**src/rtl/dmem_dump_pkg.sv**
```systemverilog
// ----------------------------------------------------------------------------
// dmem_dump_pkg
// Shared definitions for the data-memory dump unit: default geometry,
// the sequencer state enumeration and an address-width helper.
// No ports (package).
// ----------------------------------------------------------------------------
package dmem_dump_pkg;

    localparam int DMEM_DATA_W_DEFAULT = 16;
    localparam int DMEM_DEPTH_DEFAULT  = 16;

    typedef enum logic [2:0] {
        ST_IDLE,
        ST_READ,
        ST_WAIT,
        ST_EMIT,
        ST_DONE
    } dump_state_e;

    // Keep at least one address bit so a single-word memory still elaborates.
    function automatic int addr_width(input int depth);
        return (depth > 1) ? $clog2(depth) : 1;
    endfunction

endpackage

```
**src/rtl/dmem_dump_order_checker.sv**
```systemverilog
// ----------------------------------------------------------------------------
// order_checker
// Watches the stream of words read by the dump unit and reports whether they
// are non-decreasing (unsigned). Only the first out-of-order address is kept.
// Built only when DMEM_DUMP_CHECK_EN is defined (instantiated by the top).
//
// Ports:
//   clk_i        rising-edge clock
//   rst_i        synchronous active-high reset
//   clear_i      start of a new dump: sorted -> 1, viol_addr -> 0
//   valid_i      a word is being captured this cycle
//   addr_i       address of the captured word
//   data_i       captured word
//   sorted_o     1 while no out-of-order word has been seen
//   viol_addr_o  address of the first word smaller than its predecessor
// ----------------------------------------------------------------------------
module order_checker #(
    parameter int DATA_W = 16,
    parameter int ADDR_W = 4
) (
    input  logic              clk_i,
    input  logic              rst_i,
    input  logic              clear_i,
    input  logic              valid_i,
    input  logic [ADDR_W-1:0] addr_i,
    input  logic [DATA_W-1:0] data_i,
    output logic              sorted_o,
    output logic [ADDR_W-1:0] viol_addr_o
);

    logic              have_prev_q;
    logic [DATA_W-1:0] prev_q;
    logic              sorted_q;
    logic [ADDR_W-1:0] viol_q;

    always_ff @(posedge clk_i) begin
        if (rst_i) begin
            have_prev_q <= 1'b0;
            prev_q      <= '0;
            sorted_q    <= 1'b0;
            viol_q      <= '0;
        end else if (clear_i) begin
            have_prev_q <= 1'b0;
            prev_q      <= '0;
            sorted_q    <= 1'b1;
            viol_q      <= '0;
        end else if (valid_i) begin
            prev_q      <= data_i;
            have_prev_q <= 1'b1;
            // sorted_q still set means no violation yet, so this is the first.
            if (have_prev_q && sorted_q && (data_i < prev_q)) begin
                sorted_q <= 1'b0;
                viol_q   <= addr_i;
            end
        end
    end

    assign sorted_o    = sorted_q;
    assign viol_addr_o = viol_q;

endmodule

```
**src/rtl/dmem_dump_unit.sv**
```systemverilog
// ----------------------------------------------------------------------------
// dmem_dump_unit
// Reads DEPTH words from the CPU data memory (one-cycle read latency) and
// streams them out with a valid/ready handshake, one word at a time
// (READ -> WAIT -> EMIT per word). Optionally checks the words are sorted.
//
// Build option: define DMEM_DUMP_CHECK_EN to build the order checker;
// without it sorted/viol_addr are tied to 0.
//
// Ports:
//   clock, reset        rising-edge clock, synchronous active-high reset
//   start               one-cycle dump request (ignored while busy)
//   mem_rd_en/addr      read strobe and address to the data memory
//   mem_rd_data         read data, valid the cycle after mem_rd_en
//   out_valid/ready     stream handshake
//   out_addr/out_data   address and value of the streamed word
//   busy                dump in progress
//   done                one-cycle completion pulse
//   sorted, viol_addr   order-check result (held until next start)
// ----------------------------------------------------------------------------
module dmem_dump_unit
    import dmem_dump_pkg::*;
#(
    parameter int DATA_W = DMEM_DATA_W_DEFAULT,
    parameter int DEPTH  = DMEM_DEPTH_DEFAULT,
    localparam int ADDR_W = addr_width(DEPTH)
) (
    input  logic              clock,
    input  logic              reset,
    input  logic              start,
    output logic              mem_rd_en,
    output logic [ADDR_W-1:0] mem_rd_addr,
    input  logic [DATA_W-1:0] mem_rd_data,
    output logic              out_valid,
    input  logic              out_ready,
    output logic [ADDR_W-1:0] out_addr,
    output logic [DATA_W-1:0] out_data,
    output logic              busy,
    output logic              done,
    output logic              sorted,
    output logic [ADDR_W-1:0] viol_addr
);

    localparam logic [ADDR_W-1:0] LAST_ADDR = ADDR_W'(DEPTH - 1);

    dump_state_e       state_q, state_d;
    logic [ADDR_W-1:0] cnt_q, cnt_d;
    logic [ADDR_W-1:0] out_addr_q;
    logic [DATA_W-1:0] out_data_q;
    logic              capture;

    always_ff @(posedge clock) begin
        if (reset) begin
            state_q    <= ST_IDLE;
            cnt_q      <= '0;
            out_addr_q <= '0;
            out_data_q <= '0;
        end else begin
            state_q <= state_d;
            cnt_q   <= cnt_d;
            if (capture) begin
                out_addr_q <= cnt_q;
                out_data_q <= mem_rd_data;
            end
        end
    end

    always_comb begin
        state_d     = state_q;
        cnt_d       = cnt_q;
        mem_rd_en   = 1'b0;
        mem_rd_addr = '0;
        out_valid   = 1'b0;
        done        = 1'b0;
        capture     = 1'b0;
        unique case (state_q)
            ST_IDLE: begin
                if (start) begin
                    state_d = ST_READ;
                    cnt_d   = '0;
                end
            end
            ST_READ: begin
                mem_rd_en   = 1'b1;
                mem_rd_addr = cnt_q;
                state_d     = ST_WAIT;
            end
            ST_WAIT: begin
                capture = 1'b1;
                state_d = ST_EMIT;
            end
            ST_EMIT: begin
                out_valid = 1'b1;
                if (out_ready) begin
                    if (cnt_q == LAST_ADDR) begin
                        state_d = ST_DONE;
                    end else begin
                        cnt_d   = cnt_q + 1'b1;
                        state_d = ST_READ;
                    end
                end
            end
            ST_DONE: begin
                done    = 1'b1;
                state_d = ST_IDLE;
            end
            default: begin
                state_d = ST_IDLE;
            end
        endcase
    end

    assign busy     = (state_q != ST_IDLE);
    assign out_addr = out_addr_q;
    assign out_data = out_data_q;

`ifdef DMEM_DUMP_CHECK_EN
    order_checker #(
        .DATA_W (DATA_W),
        .ADDR_W (ADDR_W)
    ) u_order_checker (
        .clk_i       (clock),
        .rst_i       (reset),
        .clear_i     ((state_q == ST_IDLE) && start),
        .valid_i     (capture),
        .addr_i      (cnt_q),
        .data_i      (mem_rd_data),
        .sorted_o    (sorted),
        .viol_addr_o (viol_addr)
    );
`else
    assign sorted    = 1'b0;
    assign viol_addr = '0;
`endif

endmodule

```
**config.mk**
```make
export PLATFORM = sky130hd
export DESIGN_NAME = dmem_dump_unit
export DESIGN_NICKNAME = d
export VERILOG_FILES = /design/src/rtl/dmem_dump_pkg.sv /design/src/rtl/dmem_dump_order_checker.sv /design/src/rtl/dmem_dump_unit.sv
export SDC_FILE = /design/constraint.sdc
export NUM_CORES = 1
export LEC_CHECK = 0
export ABC_AREA = 1
export BUFFER_PORTS_ARGS = -buffer_cell sky130_fd_sc_hd__buf_2
export CAP_MARGIN = 20
export CORE_ASPECT_RATIO = 1.2
export CORE_MARGIN = 1
export CORE_UTILIZATION = 51
export CTS_BUF_LIST = sky130_fd_sc_hd__clkbuf_8
export CTS_CLUSTER_SIZE = 20
export DETAILED_ROUTE_END_ITERATION = 8
export HOLD_SLACK_MARGIN = 0.15
export PLACE_DENSITY_LB_ADDON = 0.2
export SYNTH_ARGS = -nofsm -noshare
export SYNTH_HDL_FRONTEND = slang
export SYNTH_SLANG_ARGS = --single-unit
```
**constraint.sdc**
```tcl
create_clock -name clock -period 2.31 [get_ports clock]
set_clock_uncertainty 0.2 [all_clocks]
set_input_delay 0.231 -clock clock [delete_from_list [all_inputs] [get_ports clock]]
set_output_delay 0.231 -clock clock [all_outputs]
set_load 0.05 [all_outputs]
```
==> results of run 1 <==
layer usage:
layer	wire length, um	share of wire	global-route usage
met3	111	0.041	0.02640
met2	1458	0.54	0.4524
met1	1087	0.40	0.2680
met4	44	0.016	0.1364
met5	0	0	0
cells in the mapped netlist:
cell      number  area share
nor2_1        44        0.14
dfxtp_1       27        0.47
o21ai_0       23       0.099
nand2_1       16       0.052
inv_1         11       0.036
a21oi_1        7       0.030
buf_4          5       0.032
nand3_1        4       0.017
buf_6          3       0.029
nand2_2        3       0.016
nor2_4         2       0.019
nor3_1         2      0.0086
a31oi_1        1      0.0054
clkbuf_1       1      0.0032
clkbuf_2       1      0.0043
conb_1         1      0.0032
ha_1           1       0.011
inv_2          1      0.0032
nand2_4        1      0.0097
nor2_2         1      0.0054
xor2_1         1      0.0075
area by class of cell:
class | count | area [sq um]
sequential | 27 | 540.5
clock buffer | 3 | 41.29
tap | 30 | 37.54
clock inverter | 1 | 7.507
multi-input combinational | 111 | 510.5
inverter | 12 | 45.04
timing repair buffer | 66 | 422.9
fill | 169 | 489.2
where the power goes:
group	internal (W)	switching, W	total, W
Sequential	0.000530	0.0000388	0.000569
Clock	0.000122	0.000141	0.000263
Combinational	0.000143	0.000397	0.000539
logic make-up (layout without fill, tap and decap cells):
kind of cell | after synthesis | count (layout) | share of synthesized area
other | 1 | 5 | 0.003230
buffers and inverters | 22 | 82 | 0.1078
XOR/XNOR | 1 | 1 | 0.007544
AND/OR/NAND/NOR | 73 | 73 | 0.2705
adder cells (fa/ha/maj) | 1 | 1 | 0.01077
flip-flops | 27 | 27 | 0.4655
AO/OA/AOI/OAI | 31 | 31 | 0.1347
stage by stage:
step                      instances  hold WS (ns)  utilization
after floorplan                 160        0.1001            -
after global placement          228        0.2543       0.6571
after detailed placement        228        0.2615       0.6571
after CTS                       250        0.2138       0.7664
after global routing            250        0.2427       0.7664
final                           250        0.2150       0.7664
worst max-delay path: cells and delay by family (launching register included):
kind / cells / cell delay [ns]
buffers and inverters: 1 / 0.27
flip-flops: 1 / 0.46
AND/OR/NAND/NOR: 2 / 0.37
state kept, by name (all words and copies together) (netlist names):
signal / count
cnt_q: 4
out_data: 16
out_addr: 4
state_q: 3
how the worst max path moves through the flow:
stage	to	slack, ns	from	cells past startpoint
detailed placement	mem_rd_addr[3]	0.82	state_q[0]	3
finish	mem_rd_addr[3]	0.50	state_q[0]	3
floorplan	done	0.34	state_q[2]	2
global placement	mem_rd_addr[3]	0.85	state_q[0]	3
CTS	mem_rd_addr[3]	0.51	state_q[0]	3
global route	mem_rd_addr[3]	0.42	state_q[1]	4
what timing repair did:
action,in CTS,in global routing
endpoints found under the hold margin,20,0
resized for setup,0,0
hold buffers,18,0
==> impl_results.md, run 1 <==
* Slew HR at 0.6340
* Crit Path Max Fanout at 6
* Die Wd at 45.56 um
* DRC at 0
* Seq/Total Area, Yosys at 0.4655
* Tightest Pin Transition at 0.5483 ns
* Worst Reg2Reg Path Length in Cells at 9
* Critical hold path startpoint: start
* Area grow syn2layout at 38.25%
* IO buf count at 47
* Place WS at 0.8233 ns
* Post-route ant nets at 0
* Root Driver: clkbuf_8
* H-tree depth at 1
* Power, Total at 0.001372 W
* All-layer global routing usage at 0.2455
* Arr. time, crit path at 1.38 ns
* Most frequent cells in the layout: 47 x buf_2, 44 x nor2_1, 27 x dfxtp_1
* Final WL at 2.702 mm
* Number of diodes at 0
* RR Endpoint: cnt_q[0]
* # rows at 18
* Max Slew Vio Count at 0
* Commonest non-fill, non-tap cell in the layout: buf_2
* GPL Wtd Cong at 0.7471
* Nets at 242
* Clock sinks at 27
* Finished Cell Area at 1605 sq um
* Clk_lat worst skew at 0.27 ns
* Worst-path clk slew at 0.09 ns
* First-pass GRT wire length at 4.353 mm
* Synthesis warning total at 0
* Worst Setup Start Kind: flip-flop
* Die Area at 2472 sq um
* Cell chain of the critical path: nand3_1 -> nor2_1 -> buf_2
* Worst hold path depth at 5
* Fmax at 0.5527 GHz
* Unrepaired setup endpoints after global routing: false
* Yosys reg bits at 27
* Outcome: finished, final reports clean
* Final worst-path cycle share at 0.7833
* Largest net degree at the start of global routing at 25
* Iter 0 DRT Violations at 23
* PnR worst setup slack at 0.5006 ns
* Share of cells above drive strength 1 at 0.2727
* Initial antenna violation count at 0
* Post-synthesis average cell area at 7.443 sq um
* Worst setup EP type: output port
* Reg2reg setup slack at 0.82 ns
* CP required at 1.88 ns
* Final hold vios at 0
* Worst IR Drop VDD at 0.6061 mV
* Crit-path max cell delay at 0.46 ns
* Setup tns final at 0 ns
* Post-DP HPWL at 1.810 mm
* First-pass DRT Iterations at 4
* Setup bufs post-CTS at 0
* Clk buf depth at 2
* Final setup fails at 0
* Worst min-delay path endpoint: state_q[2]
* Via count at 1163
* Hold Path Class: in -> reg
* MaxCap Viol Count at 0
* Netlist cell types at 21
* Vias in the first global route at 1080
* Mapped Cells at 156
* Min Tclk post-route at 1.809 ns
* Top Ports at 53
* CP Class: reg -> out
* CTS tree: done
* Core area at 2095 sq um
* Cell Pwr Density at 854.6 nW/um^2
* Post-DP Area at 1376 sq um
* Num CTS Buffers at 3
* Starting density of the core at 0.5544
* FF-to-FF Start: cnt_q[0]
* Grt ovf at 0
* Netlist Area Pre-Place at 1161 sq um
* Via-to-Cell Ratio at 4.652
* Static Leak at 0.7936 nW
* Routed length per instance at 10.81 um
* Height of the chip at 54.27 um
* Slowest stage cell, crit path: dfxtp_1
Note: power is estimated with default switching activity, not from simulation.
==> run 2, diff against run 1 <==
- ABC_AREA: 1 -> 0
- CORE_UTILIZATION: 51 -> 48
- clock period: 2.31 -> 1.9 ns (I/O delays scaled with it)
==> run 2 against run 1 <==
Synthesized area is 1.4% higher. Via count is 2.5% higher. Combinational power is 42% lower. First-iteration DRC count is 4.3% lower. Largest cell class is now multi-input gates. Global-route usage is 2.9 points lower. Critical path type unchanged.
==> impl_results.md, run 2 <==
* Max reg flops at 16
* Iter 0 DRT Violations at 22
* Async SR Flop Fraction at 0
* Num CTS Buffers at 3
* Worst setup EP type: output port
* Grt ovf at 0
* Via count at 1192
* Final worst-path cycle share at 0.9748
* Min Tclk post-route at 1.852 ns
* Yosys reg bits at 27
* Post-synth top cells: 41 x nand2_1, 27 x dfxtp_1, 21 x a21oi_1
* Die Area at 2656 sq um
* Post-synthesis average cell area at 8.120 sq um
* Slew HR at 0.5794
* Place WS at 0.1925 ns
* Post-synth EDFFs at 0
* Hold Path Class: in -> reg
* PnR worst setup slack at 0.04792 ns
* Synthesis warning total at 0
* Worst hold path depth at 2
* Synth top area share at 0.4591
* # rows at 19
* Most common cell in the netlist: nand2_1
* Final cell count without fillers at 237
* Mapped Cells at 145
* Inst Count DP at 215
* Share of cells above drive strength 1 at 0.3155
* Cell Pwr Density at 744.2 nW/um^2
* Worst Reg2Reg Path Length in Cells at 3
* Finished Cell Area at 1658 sq um
* Top Ports at 53
* Arr. time, crit path at 1.46 ns
* First-pass DRT Iterations at 4
* Initial antenna violation count at 0
* Max Slew Vio Count at 0
* Core area at 2306 sq um
* Post-synth top area cell: dfxtp_1
* Fmax at 0.5399 GHz
* Crit Path Max Fanout at 8
* Starting density of the core at 0.5106
* H-tree depth at 1
* First-pass GRT wire length at 4.174 mm
* DRC at 0
* Tightest Pin Transition at 0.6309 ns
* Seq/Total Area, Yosys at 0.4591
* Post-DP HPWL at 1.755 mm
* Post-route ant nets at 0
* Die Wd at 47.21 um
* CTS tree: done
* Setup bufs post-CTS at 0
* Worst IR Drop VDD at 0.6617 mV
* CP Class: reg -> out
* All-layer global routing usage at 0.2161
* Worst-path clk slew at 0.08 ns
* IO buf count at 47
* Final hold vios at 0
* FILL cells at 199
* Clock sinks at 27
* Area grow syn2layout at 40.81%
* Post-DP Area at 1420 sq um
* Power, Total at 0.001234 W
* GPL Wtd Cong at 0.8180
* Vias in the first global route at 989
* Commonest non-fill, non-tap cell in the layout: buf_2
* Height of the chip at 56.26 um
* Via-to-Cell Ratio at 5.030
* Netlist cell types at 34
* Final WL at 2.765 mm
* Nets at 228
* Root Driver: clkbuf_8
* Outcome: finished, final reports clean
* Static Leak at 0.7628 nW
* Synth area leaders: dfxtp_1 46%, nand2_1 13%, a21oi_1 8.9%
* Top FF cell, synth: dfxtp_1
* Clk buf depth at 2
* Number of diodes at 0
* Most frequent cells in the layout: 43 x buf_2, 41 x nand2_1, 25 x dfxtp_1
* Largest net degree at the start of global routing at 28
* Clk_lat worst skew at 0.26 ns
* Final setup fails at 0
* CP required at 1.51 ns
* MaxCap Viol Count at 0
* Worst Setup Start Kind: flip-flop
* Netlist Area Pre-Place at 1177 sq um
* Routed length per instance at 11.67 um
run 2: final timing paths:
path                     start        endpoint  slack [ns]
hold / removal           reset      state_q[2]        0.15
setup reg to reg    state_q[2]     out_data[3]        0.20
setup / recovery    state_q[1]  mem_rd_addr[0]        0.05
hold reg to reg   out_data[13]    out_data[13]        0.25
run 2: layout make-up:
type / count / area, sq um / share of cell area
Tap cell: 31 / 38.79 / 0.02340
Multi-Input combinational cell: 106 / 583.1 / 0.3517
Clock inverter: 1 / 3.754 / 0.002264
Sequential cell: 27 / 543.0 / 0.3275
Timing Repair Buffer: 67 / 440.4 / 0.2657
Clock buffer: 3 / 41.29 / 0.02491
Inverter: 2 / 7.507 / 0.004528
run 2: layer usage:
layer / part of all wire / GRT usage / vias to the layer above
li1: - / - / 601
met1: 0.43 / 0.2546 / 560
met2: 0.53 / 0.3750 / 27
met3: 0.025 / 0.02894 / 4
met4: 0.013 / 0.08571 / 0
met5: 0 / 0 / -
run 2: kinds of logic (layout without fill, tap and decap cells):
| group | after synthesis | after routing | synth area share |
|---|---|---|---|
| fa+ha+maj | 1 | 1 | 0.01063 |
| compound gates | 35 | 35 | 0.1690 |
| simple gates | 65 | 65 | 0.2827 |
| buf+inv | 16 | 73 | 0.07544 |
| other cells | 1 | 5 | 0.003185 |
| flops | 27 | 27 | 0.4591 |
run 2: what timing repair did:
item	CTS	global route
endpoints found under the setup margin	4	4
hold buffers	18	0
pin swaps	0	1
hold endpoints to repair	20	0
gates resized for setup	2	6
run 2: worst max-delay path, stage by stage (launching register included):
cell,delay (ns)
dfxtp_2,0.37
buf_4,0.17
nor3b_4,0.26
and2_1,0.17
clkbuf_4,0.22
run 2: power breakdown:
group          switching [W]  internal [W]  leakage (nW)
logic               0.000212     0.0000986         0.516
clock network       0.000160      0.000144        0.0269
registers          0.0000247      0.000594         0.220
run 2: stage by stage:
| step | hold WS (ns) | utilization | TNS [ns] |
|---|---|---|---|
| finish | 0.1505 | 0.7189 | 0 |
| global route | 0.1930 | 0.7189 | -0.001160 |
| CTS | 0.1506 | 0.7151 | 0 |
| detailed placement | 0.2372 | 0.6158 | 0 |
| global placement | 0.2309 | 0.6158 | 0 |
| floorplan | 0.1004 | - | -0.08114 |
==> run 3, diff against run 2 <==
- RECOVER_POWER: not set -> 25
==> run 3 against run 2 <==
Clock-buffer cell count stayed put. Non-clock buffer count stayed put. Final cell count stayed put. Setup slack hardly changed. Critical path depth stayed put. Total power is 0.34% lower. First-iteration DRC count is 4.5% higher. Sequential cell count stayed put. Critical endpoint unchanged.
==> impl_results.md, run 3 (synthesis gave the netlist of run 2 again) <==
* Outcome: finished, final reports clean
* Min Tclk post-route at 1.852 ns
* Slew HR at 0.5815
* Post-DP Area at 1420 sq um
* Commonest non-fill, non-tap cell in the layout: nand2_1
* Worst min-delay path endpoint: state_q[2]
* DRC at 0
* Most frequent cells in the layout: 41 x nand2_1, 31 x buf_2, 25 x dfxtp_1
* Iter 0 DRT Violations at 23
* Static Leak at 0.7122 nW
* Hold Path Class: in -> reg
* Grt ovf at 0
* Share of cells above drive strength 1 at 0.2573
* Fmax at 0.5400 GHz
* Routed length per instance at 11.68 um
* Tightest Pin Transition at 0.6278 ns
* Number of diodes at 0
* Final worst-path cycle share at 0.9747
* Cell Pwr Density at 748.4 nW/um^2
* Initial antenna violation count at 0
* Via-to-Cell Ratio at 5.021
* Max reg flops at 16
* Hold slack at 0.1504 ns
* Die Area at 2656 sq um
* Via count at 1190
* All-layer global routing usage at 0.2161
* Root Driver: clkbuf_8
* # rows at 19
* Worst hold path depth at 2
* Core area at 2306 sq um
* FF-to-FF Start: state_q[2]
* CTS tree: done
* CP required at 1.51 ns
* Inst Count DP at 215
* RR Endpoint: out_data[3]
* Worst IR Drop VDD at 0.6605 mV
* Clock sinks at 27
* Slowest stage cell, crit path: dfxtp_2
* CP Class: reg -> out
* Setup bufs post-CTS at 0
* GPL Wtd Cong at 0.8180
* Finished Cell Area at 1643 sq um
* IO buf count at 47
* Worst Setup Start Kind: flip-flop
* Clk buf depth at 2
* First-pass GRT wire length at 4.174 mm
* Starting density of the core at 0.5106
* Post-route ant nets at 0
* Final cell count without fillers at 237
* Top Ports at 53
* Clk_lat worst skew at 0.26 ns
* Place WS at 0.1925 ns
* Setup tns final at 0 ns
* Arr. time, crit path at 1.46 ns
* Vias in the first global route at 989
* First-pass DRT Iterations at 4
* Critical hold path startpoint: reset
* Final setup fails at 0
* Num CTS Buffers at 3
* Cell chain of the critical path: buf_4 -> nor3b_4 -> and2_1 -> clkbuf_4
* Worst setup EP type: output port
* Max Slew Vio Count at 0
* H-tree depth at 1
* Post-DP HPWL at 1.755 mm
* Crit Path Max Fanout at 8
* Reg2reg setup slack at 0.20 ns
* Crit-path max cell delay at 0.37 ns
* Final WL at 2.769 mm
* Die Wd at 47.21 um
* PnR worst setup slack at 0.04805 ns
* Worst Reg2Reg Path Length in Cells at 3
* Height of the chip at 56.26 um
* Largest net degree at the start of global routing at 28
* Nets at 228
* Final hold vios at 0
* MaxCap Viol Count at 0
* Worst-path clk slew at 0.08 ns
* Area grow syn2layout at 39.53%
## run 3: cell type report
cell class | count | area, sq um
Inverter | 2 | 7.507
Fill cell | 208 | 663.1
Timing Repair Buffer | 67 | 425.4
Tap cell | 31 | 38.79
Sequential cell | 27 | 543.0
Clock buffer | 3 | 41.29
Clock inverter | 1 | 3.754
Multi-Input combinational cell | 106 | 583.1
## run 3: through the flow
step	utilization	power, W
after global routing	0.7124	0.001280
after global placement	0.6158	0.0009036
final	0.7124	0.001230
after floorplan	-	0.0008552
after CTS	0.7151	0.001239
after detailed placement	0.6158	0.0009093
## run 3: power by group
part           total [W]  switching, W  internal [W]  leakage, nW
clock network   0.000305      0.000160      0.000144       0.0269
logic           0.000306      0.000212     0.0000941        0.465
registers       0.000619     0.0000252      0.000594        0.220
total            0.00123      0.000397      0.000832        0.712
## run 3: worst max path at each step
stage,startpoint,depth (start not counted),end,slack (ns)
after floorplan,state_q[0],3,mem_rd_addr[0],-0.08
after global placement,state_q[0],3,mem_rd_addr[1],0.25
after detailed placement,state_q[0],3,out_data[14],0.19
after CTS,state_q[1],4,mem_rd_addr[2],0.003
after global routing,state_q[1],4,mem_rd_addr[0],-0.001
final,state_q[1],4,mem_rd_addr[0],0.05
## run 3: metal layers
| metal | up-vias | GRT usage | wire (um) |
|---|---|---|---|
| met3 | 4 | 0.02894 | 64 |
| met4 | 0 | 0.08571 | 37 |
| met5 | - | 0 | 0 |
| li1 | 601 | - | - |
| met2 | 27 | 0.3750 | 1468 |
| met1 | 558 | 0.2546 | 1198 |
## run 3: timing repair
action	CTS	global route
hold buffers	18	0
hold endpoints to repair	20	0
gates resized for setup	2	6
pin swaps	0	1
setup endpoints to repair	4	4
## run 3: critical path: cells and delay by family (launching register included)
kind / cells / cell delay (ns)
buf+inv: 2 / 0.39
simple gates: 2 / 0.43
flops: 1 / 0.37
